## config.mk

```make
export PLATFORM = sky130hd
export DESIGN_NAME = dice_rf_tid_sequencer
export DESIGN_NICKNAME = d
export VERILOG_FILES = /design/src/rtl/dice_rf_tid_sequencer.sv
export SDC_FILE = /design/constraint.sdc
export NUM_CORES = 1
export LEC_CHECK = 0
export CAP_MARGIN = 20
export CORE_MARGIN = 4
export CORE_UTILIZATION = 40
export CTS_CLUSTER_DIAMETER = 80
export DETAILED_ROUTE_END_ITERATION = 7
export PLACE_DENSITY = 0.61
export SLEW_MARGIN = 20
export SYNTH_ARGS = -nofsm -noshare
export SYNTH_HDL_FRONTEND = slang
export SYNTH_SLANG_ARGS = --single-unit
```

## constraint.sdc

```tcl
create_clock -name clk -period 5.16 [get_ports clk]
set_clock_uncertainty 0.15 [all_clocks]
set_input_delay 0.774 -clock clk [delete_from_list [all_inputs] [get_ports clk]]
set_output_delay 0.774 -clock clk [all_outputs]
set_load 0.1 [all_outputs]
```

## src/rtl/dice_rf_tid_sequencer.sv

```systemverilog
// Issue-side TID sequencer for the per-port RF controller.
// Issues one read per unstalled cycle over a contiguous TID block and replays each thread as a
// writeback after the configured CGRA latency. Completion pulses `done` once all writes drain.
// Optional feature macro: DICE_TID_SEQ_PERF_EN enables the issue/stall performance counters;
// when undefined the counter ports read constant 0.
module dice_rf_tid_sequencer #(
  parameter int unsigned NUM_PORTS        = 16,
  parameter int unsigned NUM_TID          = 512,
  parameter int unsigned RF_ADDR_WIDTH    = $clog2(NUM_TID),
  parameter int unsigned MAX_CGRA_LATENCY = 64,
  parameter int unsigned LATW             = $clog2(MAX_CGRA_LATENCY + 1)
) (
  input  logic                     clk,
  input  logic                     rst_n,
  input  logic                     clr,
  input  logic                     start,
  input  logic [RF_ADDR_WIDTH-1:0] tid_base,
  input  logic [RF_ADDR_WIDTH:0]   tid_count,
  input  logic [LATW-1:0]          cgra_latency,
  input  logic [NUM_PORTS-1:0]     rd_port_mask,
  input  logic [NUM_PORTS-1:0]     wr_port_mask,
  input  logic                     stall,
  output logic [NUM_PORTS-1:0]     rd_en,
  output logic [RF_ADDR_WIDTH-1:0] rd_tid,
  output logic [NUM_PORTS-1:0]     wr_en,
  output logic [RF_ADDR_WIDTH-1:0] wr_tid,
  output logic                     busy,
  output logic                     done,
  output logic [31:0]              perf_issue_cycles,
  output logic [31:0]              perf_stall_cycles
);

  localparam int unsigned CW = RF_ADDR_WIDTH + 1;
  localparam logic [CW-1:0]            NumTidC = CW'(NUM_TID);
  localparam logic [RF_ADDR_WIDTH-1:0] TidMaxC = RF_ADDR_WIDTH'(NUM_TID - 1);
  localparam logic [LATW-1:0]          MaxLatC = LATW'(MAX_CGRA_LATENCY);

  typedef enum logic [1:0] {StIdle, StIssue, StDrain, StDone} state_e;

  typedef struct packed {
    logic                     valid;
    logic [RF_ADDR_WIDTH-1:0] tid;
  } dl_entry_t;

  // Zero latency would collide with the issue cycle, so it is treated as one.
  function automatic logic [LATW-1:0] sat_lat(input logic [LATW-1:0] l);
    if (l == '0) return LATW'(1);
    if (l > MaxLatC) return MaxLatC;
    return l;
  endfunction

  state_e                                state_q, state_d;
  logic [CW-1:0]                         k_q, k_d;
  logic [RF_ADDR_WIDTH-1:0]              tid_q, tid_d;
  logic [CW-1:0]                         cnt_q, cnt_d;
  logic [LATW-1:0]                       lat_q, lat_d;
  logic [NUM_PORTS-1:0]                  rmask_q, rmask_d, wmask_q, wmask_d;
  logic [CW-1:0]                         outst_q, outst_d;
  dl_entry_t [MAX_CGRA_LATENCY-1:0]      dl_q, dl_d;
  logic [NUM_PORTS-1:0]                  rd_en_q, rd_en_d, wr_en_q, wr_en_d;
  logic [RF_ADDR_WIDTH-1:0]              rd_tid_q, rd_tid_d, wr_tid_q, wr_tid_d;
  logic                                  busy_q, busy_d, done_q, done_d;
  logic                                  issue, pop;

  // Next-state: FSM, issue pointer, delay line shift/insert and registered outputs.
  always_comb begin
    state_d  = state_q;
    k_d      = k_q;
    tid_d    = tid_q;
    cnt_d    = cnt_q;
    lat_d    = lat_q;
    rmask_d  = rmask_q;
    wmask_d  = wmask_q;
    outst_d  = outst_q;
    rd_en_d  = '0;
    rd_tid_d = rd_tid_q;
    wr_en_d  = '0;
    wr_tid_d = wr_tid_q;
    issue    = 1'b0;
    pop      = dl_q[0].valid;

    // Entry inserted at index L-1 reaches index 0 after L-1 shifts and pops on the next edge,
    // so its write enable becomes visible exactly L cycles after its read enable.
    for (int i = 0; i < int'(MAX_CGRA_LATENCY) - 1; i++) dl_d[i] = dl_q[i+1];
    dl_d[MAX_CGRA_LATENCY-1] = '0;

    unique case (state_q)
      StIdle: begin
        if (start) begin
          cnt_d   = (tid_count > NumTidC) ? NumTidC : tid_count;
          lat_d   = sat_lat(cgra_latency);
          rmask_d = rd_port_mask;
          wmask_d = wr_port_mask;
          k_d     = '0;
          tid_d   = tid_base;
          if (cnt_d == '0) begin
            state_d = StDone;
          end else begin
            state_d = StIssue;
            issue   = !stall;
          end
        end
      end
      StIssue: issue = !stall;
      StDrain: if (outst_q == '0) state_d = StDone;
      StDone:  state_d = StIdle;
      default: state_d = StIdle;
    endcase

    if (issue) begin
      rd_en_d  = rmask_d;
      rd_tid_d = tid_d;
      for (int i = 0; i < int'(MAX_CGRA_LATENCY); i++) begin
        if (i == int'(lat_d) - 1) begin
          dl_d[i].valid = 1'b1;
          dl_d[i].tid   = tid_d;
        end
      end
      k_d   = k_d + 1'b1;
      tid_d = (tid_d == TidMaxC) ? '0 : tid_d + 1'b1;
      if (k_d == cnt_d) state_d = StDrain;
    end

    if (pop) begin
      wr_en_d  = wmask_q;
      wr_tid_d = dl_q[0].tid;
    end

    if (issue && !pop)      outst_d = outst_q + 1'b1;
    else if (!issue && pop) outst_d = outst_q - 1'b1;

    busy_d = (state_d != StIdle);
    done_d = (state_d == StDone);

    // Flush overrides everything, including a coincident start.
    if (clr) begin
      state_d = StIdle;
      k_d     = '0;
      outst_d = '0;
      dl_d    = '0;
      rd_en_d = '0;
      wr_en_d = '0;
      busy_d  = 1'b0;
      done_d  = 1'b0;
    end
  end

  // State and output registers.
  always_ff @(posedge clk or negedge rst_n) begin
    if (!rst_n) begin
      state_q  <= StIdle;
      k_q      <= '0;
      tid_q    <= '0;
      cnt_q    <= '0;
      lat_q    <= '0;
      rmask_q  <= '0;
      wmask_q  <= '0;
      outst_q  <= '0;
      dl_q     <= '0;
      rd_en_q  <= '0;
      rd_tid_q <= '0;
      wr_en_q  <= '0;
      wr_tid_q <= '0;
      busy_q   <= 1'b0;
      done_q   <= 1'b0;
    end else begin
      state_q  <= state_d;
      k_q      <= k_d;
      tid_q    <= tid_d;
      cnt_q    <= cnt_d;
      lat_q    <= lat_d;
      rmask_q  <= rmask_d;
      wmask_q  <= wmask_d;
      outst_q  <= outst_d;
      dl_q     <= dl_d;
      rd_en_q  <= rd_en_d;
      rd_tid_q <= rd_tid_d;
      wr_en_q  <= wr_en_d;
      wr_tid_q <= wr_tid_d;
      busy_q   <= busy_d;
      done_q   <= done_d;
    end
  end

  assign rd_en  = rd_en_q;
  assign rd_tid = rd_tid_q;
  assign wr_en  = wr_en_q;
  assign wr_tid = wr_tid_q;
  assign busy   = busy_q;
  assign done   = done_q;

`ifdef DICE_TID_SEQ_PERF_EN
  logic [31:0] perf_issue_q, perf_issue_d, perf_stall_q, perf_stall_d;

  // Saturating counters, cleared on an accepted start or a flush.
  always_comb begin
    perf_issue_d = perf_issue_q;
    perf_stall_d = perf_stall_q;
    if (clr || (state_q == StIdle && start)) begin
      perf_issue_d = '0;
      perf_stall_d = '0;
    end else begin
      if (|rd_en_q && perf_issue_q != '1) perf_issue_d = perf_issue_q + 1'b1;
      if (state_q == StIssue && stall && perf_stall_q != '1) perf_stall_d = perf_stall_q + 1'b1;
    end
  end

  // Counter registers.
  always_ff @(posedge clk or negedge rst_n) begin
    if (!rst_n) begin
      perf_issue_q <= '0;
      perf_stall_q <= '0;
    end else begin
      perf_issue_q <= perf_issue_d;
      perf_stall_q <= perf_stall_d;
    end
  end

  assign perf_issue_cycles = perf_issue_q;
  assign perf_stall_cycles = perf_stall_q;
`else
  assign perf_issue_cycles = '0;
  assign perf_stall_cycles = '0;
`endif

endmodule

```

==> flow_summary.yaml, run 1 <==
grt:
  grt_pass1_vias: 22400
  grt_pass1_wl_um: 134000
  grt_start_max_net_pins: 233
  grt_util_all_layers_pct: 19.7
  grt-ovfl-total: 0
  antenna_found_initial: 1
clocking:
  path_clk_slew_ps: 60
  clock_latency_ps: 630
  cts_tree: "yes"
  postCtsSetupBuffers: 0
  numCtsBuffers: 82
  numClockSinks: 772
  ctsHoldBuffers: 1
  cts.path.max_buffers: 3
  cts_root_buffer: "clkbuf_16"
  cts-resized-gates: 0
  htree_levels: 3
floorplan:
  dieArea_um2: 84700
  core_um2: 79300
  rows: 103
  io_pins: 179
  die_x_um: 291
  initial_core_util_pct: 40.4
  die_height_um: 291
yosys:
  synth_adder_area_share_pct: 0.492
  yosys-top-cells-area: "dfrtp_1 (60%), a211oi_1 (9.0%), nor2_1 (6.1%), nand2_1 (3.1%), mux2i_1 (2.9%)"
  synth_mux_area_share_pct: 3.41
  synthMostInstantiatedCell: "dfrtp_1"
  yosys.area.top_type_share_pct: 60.3
  synth_top_family_by_area: "compound AO/OA/AOI/OAI gates"
  synth.yosys.seq_area_share_pct: 60.3
  yosys.area.top_type: "dfrtp_1"
  ys_async_sr_fraction_pct: 100
  ys_warn_count: 0
  synthesis.area_um2: 32100
  synth_commonest_cells: "dfrtp_1 (772), nor2_1 (525), a211oi_1 (383), nand2_1 (268), clkbuf_1 (148)"
  synth-compound-area-share_pct: 15.0
  yosys.area_share.simple_pct: 14.7
  synthXorXnorAreaFrac_pct: 0.847
  synth-seq-cells: 772
  syn-mean-instance-area_um2: 11.2
  synthCells: 2868
  synth_ff_type: "dfrtp_1"
  synth.distinct_cells: 76
  synth_edf_count: 0
setup_path:
  end_kind: "flip-flop"
  critPathKind: "input port to flip-flop"
  critical-path-top-delay-family: "compound AO/OA/AOI/OAI gates"
  critPathArrivalTime_ps: 4500
  critical_path.slowest_cell: "a21oi_1"
  critPathMaxStageDelay_ps: 610
  crit_chain: "clkdlybuf4s50_1 -> nor3b_4 -> buf_4 -> mux2i_2 -> inv_2 -> a21oi_1 -> a21oi_2 -> o21ai_1 -> a32o_1"
  worst-path-buf-inv: 3
  cp.required_ps: 5560
  cp-start-kind: "input port"
  path_max_fanout: 9
sta:
  finalWorstSetupSlack_ps: 1060
  worst_slew_pin_slew_ps: 1110
  setup_viol: 0
  slew_violations: 0
  slew_headroom_pct: 26.1
  max_freq_mhz: 244
  fin_tns_setup_ps: 0
  min_period_ps: 4100
  hold_violations: 0
  rsz0062_at_grt: "no"
  fin_crit_sh_pct: 79.4
  hold_ws_ps: 290
routing:
  first_pass_iters: 5
  wirelength_met1_um: 37800
  wl_per_cell_um: 20.9
  ant_nets: 0
  route.detailed.drc: 0
  drt-initial-drc-count: 1894
  via_per_inst: 5.47
  detailroute.wirelength.met2_um: 39100
  finalWirelength_um: 84400
  wl_met3_um: 5160
  vias: 22100
  highest_layer: "met5"
cells_and_area:
  fill_cells: 7128
  syn_to_final_growth_pct: 15.2
  antenna_cells: 0
  nets: 3005
  instances_no_fill: 4040
  multiInputGateArea_um2: 11400
  regArea_um2: 19300
  drive_gt1_share_pct: 11.4
place:
  place_ws_ps: 540
  place_congestion: 0.852
  io_buffers: 114
  dp_hpwl_um: 52000
  dp.cells: 3895
power_and_ir_drop:
  p_leak_nw: 16.4
  power_mw: 14.4
  peakVddDrop_mv: 0.231
  p_per_area_nw_per_um2: 389
flow_run:
  max-cap-violations: 0
min_path:
  holdCritPathClass: "flip-flop to flip-flop"
status:
  status: "finished, final reports clean"
[logic make-up (layout without fill, tap and decap cells)]
| logic type | Yosys count | after routing |
|---|---|---|
| and+or+nand+nor | 983 | 983 |
| DFF | 772 | 772 |
| AOI/OAI and AO/OA | 633 | 633 |
| buffers and inverters | 330 | 389 |
| muxes | 106 | 106 |
| xor gates and xnor gates | 31 | 31 |
| adders and majority gates | 12 | 12 |
| other | 1 | 64 |
[cells in the final DEF, fill, tap and decap left out, types with 17 or more instances in the layout]
cell type | netlist | final
a211oi_1 | 383 | 383
a21oi_1 | 35 | 35
a32o_1 | 34 | 34
and2_1 | 19 | 19
and3_1 | 19 | 19
buf_4 | 82 | 83
clkbuf_16 | 0 | 83
clkbuf_8 | 0 | 22
clkdlybuf4s50_1 | 0 | 112
conb_1 | 1 | 64
dfrtp_1 | 772 | 772
inv_1 | 34 | 33
mux2i_1 | 92 | 83
nand2_1 | 268 | 268
nand3_1 | 17 | 17
nor2_1 | 525 | 525
nor3_1 | 20 | 19
nor4_4 | 26 | 26
o21a_1 | 18 | 17
o21ai_0 | 29 | 26
o2bb2ai_1 | 36 | 36
o32ai_1 | 29 | 29
xnor2_1 | 21 | 21
[flip-flops by register name (all words and copies together) (netlist names), 10 cells and up]
signal,flops
outst_q,10
dl_q,639
wr_en,16
wmask_q,16
rmask_q,16
rd_en,16
cnt_q,10
k_q,10
[power by group]
part	switching [mW]	internal, mW
clock	2.43	3.52
combinational	1.68	0.450
sequential	0.0898	6.20
total	4.20	10.2
[metrics by stage]
step | utilization [%] | cell area [um2]
finish | 46.6 | 36900
global route | 46.6 | 36900
CTS | 46.6 | 36900
detailed placement | 43.1 | 34200
global placement | 43.1 | 34200
floorplan | - | 32300
[routing by layer]
metal  up-vias  global-route usage, %
li1      10000                      -
met1     11300                   28.0
met2       632                   31.0
met3       159                   3.63
met4         2                   6.16
met5         -                      0
[worst register-to-register path, stage by stage (launching register included)]
cell and delay (ps):
dfrtp_1 520, nor3b_4 540, buf_4 280, mux2i_2 450, inv_2 180, a21oi_1 610
a21oi_2 280, o21ai_1 560, a32o_1 270
[final timing paths]
| check | startpoint | to | slack [ps] | cells after the start |
|---|---|---|---|---|
| max | start | dl_q[413] | 1060 | 9 |
| min | dl_q[374] | dl_q[364] | 290 | 1 |
| max reg2reg | state_q[0] | dl_q[413] | 1270 | 8 |
| min reg2reg | dl_q[374] | dl_q[364] | 290 | 1 |
| max in group asynchronous | rst_n | dl_q[636] | 2960 | 3 |
| min in group asynchronous | rst_n | dl_q[17] | 540 | 2 |
[cell type report]
class | count | area share, %
Multi-Input combinational cell | 1829 | 30.9
Tap cell | 1050 | 3.56
Sequential cell | 772 | 52.3
Timing Repair Buffer | 209 | 5.40
Clock buffer | 114 | 6.53
Inverter | 36 | 0.373
Clock inverter | 30 | 0.908
Power figures use the tool's default switching activity.
==> run 2: changes to the inputs <==
Clock period 5.16 ns to 4.2 ns, I/O delays scaled along.
==> flow_summary.yaml, run 2 (synthesis gave the netlist of run 1 again) <==
status:
  status: "finished, final reports clean"
setup_path:
  path_max_fanout: 10
  cp-start-kind: "input port"
  critPathKind: "input port to flip-flop"
  end_kind: "flip-flop"
  cp.required_ps: 4590
  critPathArrivalTime_ps: 4030
power_and_ir_drop:
  p_leak_nw: 16.6
  power_mw: 18.2
  peakVddDrop_mv: 0.305
  p_per_area_nw_per_um2: 487
cells_and_area:
  final_area_um2: 37400
  instances_no_fill: 4075
  fill_cells: 7148
  final_cell_mix: "dfrtp_1 (772), nor2_1 (525), a211oi_1 (383)"
  largest_reg_flops: 639
  syn_to_final_growth_pct: 16.8
  final_util_pct: 47.2
  nets: 3034
  largest_register: "dl_q"
  regArea_um2: 19300
  multiInputGateArea_um2: 11400
  antenna_cells: 0
  drive_gt1_share_pct: 12.4
  layout_commonest_cell: "dfrtp_1"
routing:
  first_pass_iters: 5
  finalWirelength_um: 86100
  vias: 22400
  via_per_inst: 5.49
  ant_nets: 0
  wl_per_cell_um: 21.1
  drt-initial-drc-count: 1753
  route.detailed.drc: 0
sta:
  hold_violations: 0
  fin_crit_sh_pct: 86.8
  min_period_ps: 3650
  slew_violations: 0
  fin_tns_setup_ps: 0
  slew_headroom_pct: 27.4
  rsz0062_at_grt: "no"
  hold_ws_ps: 283
  finalWorstSetupSlack_ps: 553
  setup_viol: 0
  max_freq_mhz: 274
  worst_slew_pin_slew_ps: 1090
clocking:
  numCtsBuffers: 83
  cts_root_buffer: "clkbuf_16"
  cts_tree: "yes"
  clock_latency_ps: 640
  postCtsSetupBuffers: 0
  numClockSinks: 772
  path_clk_slew_ps: 60
  cts.path.max_buffers: 3
  htree_levels: 3
floorplan:
  io_pins: 179
  dieArea_um2: 84700
  die_height_um: 291
  initial_core_util_pct: 40.4
  rows: 103
  core_um2: 79300
  die_x_um: 291
place:
  dp.cells: 3923
  post_dp_cell_area_um2: 34400
  io_buffers: 114
  place_congestion: 0.859
  place_ws_ps: 11.2
  dp_hpwl_um: 53300
grt:
  grt_start_max_net_pins: 141
  grt_util_all_layers_pct: 20.1
  grt_pass1_vias: 22800
  grt-ovfl-total: 0
  antenna_found_initial: 0
  grt_pass1_wl_um: 136000
flow_run:
  max-cap-violations: 0
min_path:
  holdCritPathClass: "flip-flop to flip-flop"
==> run 2: changes by cell type in the layout (fill, tap and decap cells not counted), sizes merged <==
cell	before	now
buf	96	124
bufinv	5	11
clkbuf	114	115
clkinv	18	16
clkinvlp	3	4
inv	40	41
==> run 2: critical path, stage by stage <==
cell and delay [ps]:
clkdlybuf4s50_1 550, nor3b_4 510, mux2i_2 500, inv_2 180, a21oi_1 530, a21oi_1 380, o21ai_1 230, buf_4 240
mux2i_1 270
==> run 2: final timing paths <==
kind                       slack (ps)       start         to  cells past startpoint
min in group asynchronous         430       rst_n  wr_tid[7]                      2
max in group asynchronous        2120       rst_n  dl_q[595]                      3
min                               280   dl_q[113]  dl_q[103]                      1
max                               550       start  dl_q[246]                      9
max reg2reg                       560  state_q[0]  dl_q[246]                      8
min reg2reg                       280   dl_q[113]  dl_q[103]                      1
==> run 2: power breakdown <==
part / switching (mW) / internal [mW] / leakage, nW
clock network: 3.08 / 4.76 / 1.46
logic: 2.07 / 0.586 / 4.52
registers: 0.120 / 7.62 / 10.6
==> run 2: final cells by class <==
cell class	count	area share, %
tap	1050	3.51
timing repair buffer	237	6.08
sequential	772	51.6
clock inverter	36	1.50
clock buffer	115	6.49
multi-input combinational	1829	30.5
inverter	36	0.368
==> run 2: repair_timing <==
item	4_1_cts	5_1_grt
gates resized for setup	0	0
hold buffers	1	0
endpoints found under the hold margin	72	0
==> run 2: metal layers <==
layer  GRT usage (%)  up-vias  share of wire, %  wire length (um)
met1            28.1    11400                44             37900
met5               0        -                 0                 0
met3            3.49      159               5.9              5080
met2            32.1      659                47             40800
li1                -    10100                 -                 -
met4            6.51        0               2.7              2310
==> run 3: changes to the inputs <==
Settings changed: MAX_ROUTING_LAYER from default to met4.
==> flow_summary.yaml, run 3 (synthesis gave the netlist of run 1 again) <==
clocking:
  cts_root_buffer: "clkbuf_16"
  htree_levels: 3
  numCtsBuffers: 83
  cts_tree: "yes"
  numClockSinks: 772
  clock_latency_ps: 640
  cts.path.max_buffers: 3
  cts-resized-gates: 0
  postCtsSetupBuffers: 0
  path_clk_slew_ps: 60
  ctsHoldBuffers: 1
routing:
  first_pass_iters: 7
  finalWirelength_um: 85300
  ant_nets: 0
  drt-initial-drc-count: 1777
  route.detailed.drc: 0
  via_per_inst: 5.44
  vias: 22200
  wl_per_cell_um: 21.0
setup_path:
  rr_startpoint: "state_q[0]"
  cpMostUsedCell: "buf_4"
  end_kind: "flip-flop"
  critPathMaxStageDelay_ps: 760
  path_max_fanout: 19
  crit_chain: "or3b_2 -> a211oi_4 -> o21ai_2 -> buf_4 -> nor4_4 -> buf_4 -> nor2_1 -> a211oi_1"
  critPathKind: "flip-flop to flip-flop"
  critPathArrivalTime_ps: 3890
  worst-path-buf-inv: 2
  cp.required_ps: 4570
  crit_start: "state_q[0]"
  critical_path.slowest_cell: "or3b_2"
  cp-start-kind: "flip-flop"
  critical-path-top-delay-family: "simple AND/OR/NAND/NOR gates"
grt:
  grt_pass1_wl_um: 136000
  grt_util_all_layers_pct: 20.7
  grt_start_max_net_pins: 144
  grt-ovfl-total: 0
  antenna_found_initial: 1
  grt_pass1_vias: 22500
sta:
  slew_headroom_pct: 31.7
  min_period_ps: 3520
  slew_violations: 0
  fin_crit_sh_pct: 83.8
  hold_violations: 0
  fin_tns_setup_ps: 0
  rsz0062_at_grt: "no"
  worst_slew_pin_slew_ps: 1020
  max_freq_mhz: 284
  setup_viol: 0
power_and_ir_drop:
  p_int_mw: 13.0
  peakVddDrop_mv: 0.314
  p_leak_nw: 16.6
  switchingPower_mw: 5.19
  combPwrFrac_pct: 14.5
  pwr-share-seq_pct: 42.5
  p_sw_share_pct: 28.5
  power_mw: 18.2
  pwr-share-clk_pct: 43.0
  p_per_area_nw_per_um2: 487
floorplan:
  initial_core_util_pct: 40.4
  io_pins: 179
  die_height_um: 291
  die_x_um: 291
  rows: 103
  core_um2: 79300
  dieArea_um2: 84700
cells_and_area:
  layout_commonest_cell: "dfrtp_1"
  final_cell_mix: "dfrtp_1 (772), nor2_1 (525), a211oi_1 (383)"
  drive_gt1_share_pct: 12.1
  largest_register: "dl_q"
  largest_reg_flops: 639
  syn_to_final_growth_pct: 16.7
  nets: 3030
min_path:
  min-delay-start: "clr"
  holdCritPathClass: "input port to flip-flop"
flow_run:
  max-cap-violations: 0
place:
  place_congestion: 0.894
  io_buffers: 114
  dp_hpwl_um: 52800
status:
  status: "finished, final reports clean"
[run 3: cell count changes in the layout (fill, tap and decap cells not counted), sizes merged]
cell,previous run,this run
inv,41,38
bufinv,11,14
diode,0,1
clkbuf,115,114
clkinvlp,4,5
buf,124,120
[run 3: power groups by stage]
stage	Combinational (mW)	Clock, mW	Sequential [mW]
global placement	2.59	0	7.86
finish	2.64	7.83	7.73
global route	2.80	8.32	7.75
floorplan	1.43	0	8.06
detailed placement	2.63	0	7.87
CTS	2.64	8.01	7.73
[run 3: metrics by stage]
step           hold WS [ps]  utilization, %  cells  setup WS (ps)  cell area [um2]
4_1_cts                 259            47.2   4071            697            37400
2_1_floorplan           184               -   2931            604            32300
5_1_grt                 303            47.2   4072            410            37400
3_3_place_gp            287            43.4   3919            154            34400
3_5_place_dp            288            43.4   3919            126            34400
6_report                269            47.2   4072            681            37400
[run 3: layout make-up]
| type | instances | area (um2) |
|---|---|---|
| antenna | 1 | 2.50 |
| clock buffer | 114 | 2360 |
| clock inverter | 37 | 608 |
| fill | 7111 | 41800 |
| inverter | 36 | 138 |
| multi-input combinational | 1829 | 11400 |
| sequential | 772 | 19300 |
| tap | 1050 | 1310 |
| timing repair buffer | 233 | 2270 |
[run 3: path summary, 6_finish.rpt]
path	slack, ps	end	depth (start not counted)
max	680	dl_q[34]	8
min	270	outst_q[0]	2
max reg2reg	680	dl_q[34]	8
min reg2reg	300	dl_q[423]	1
max in group asynchronous	2230	dl_q[422]	3
min in group asynchronous	560	dl_q[2]	2
[run 3: per-layer routing]
layer  wire length, um  GRT usage [%]  part of all wire (%)  vias to the layer above
li1                  -              -                     -                    10100
met1             38300           28.3                    45                    11300
met2             40200           32.2                    47                      652
met3              4570           3.11                   5.4                      136
met4              2240           6.09                   2.6                        0
met5                 0              -                     0                        -
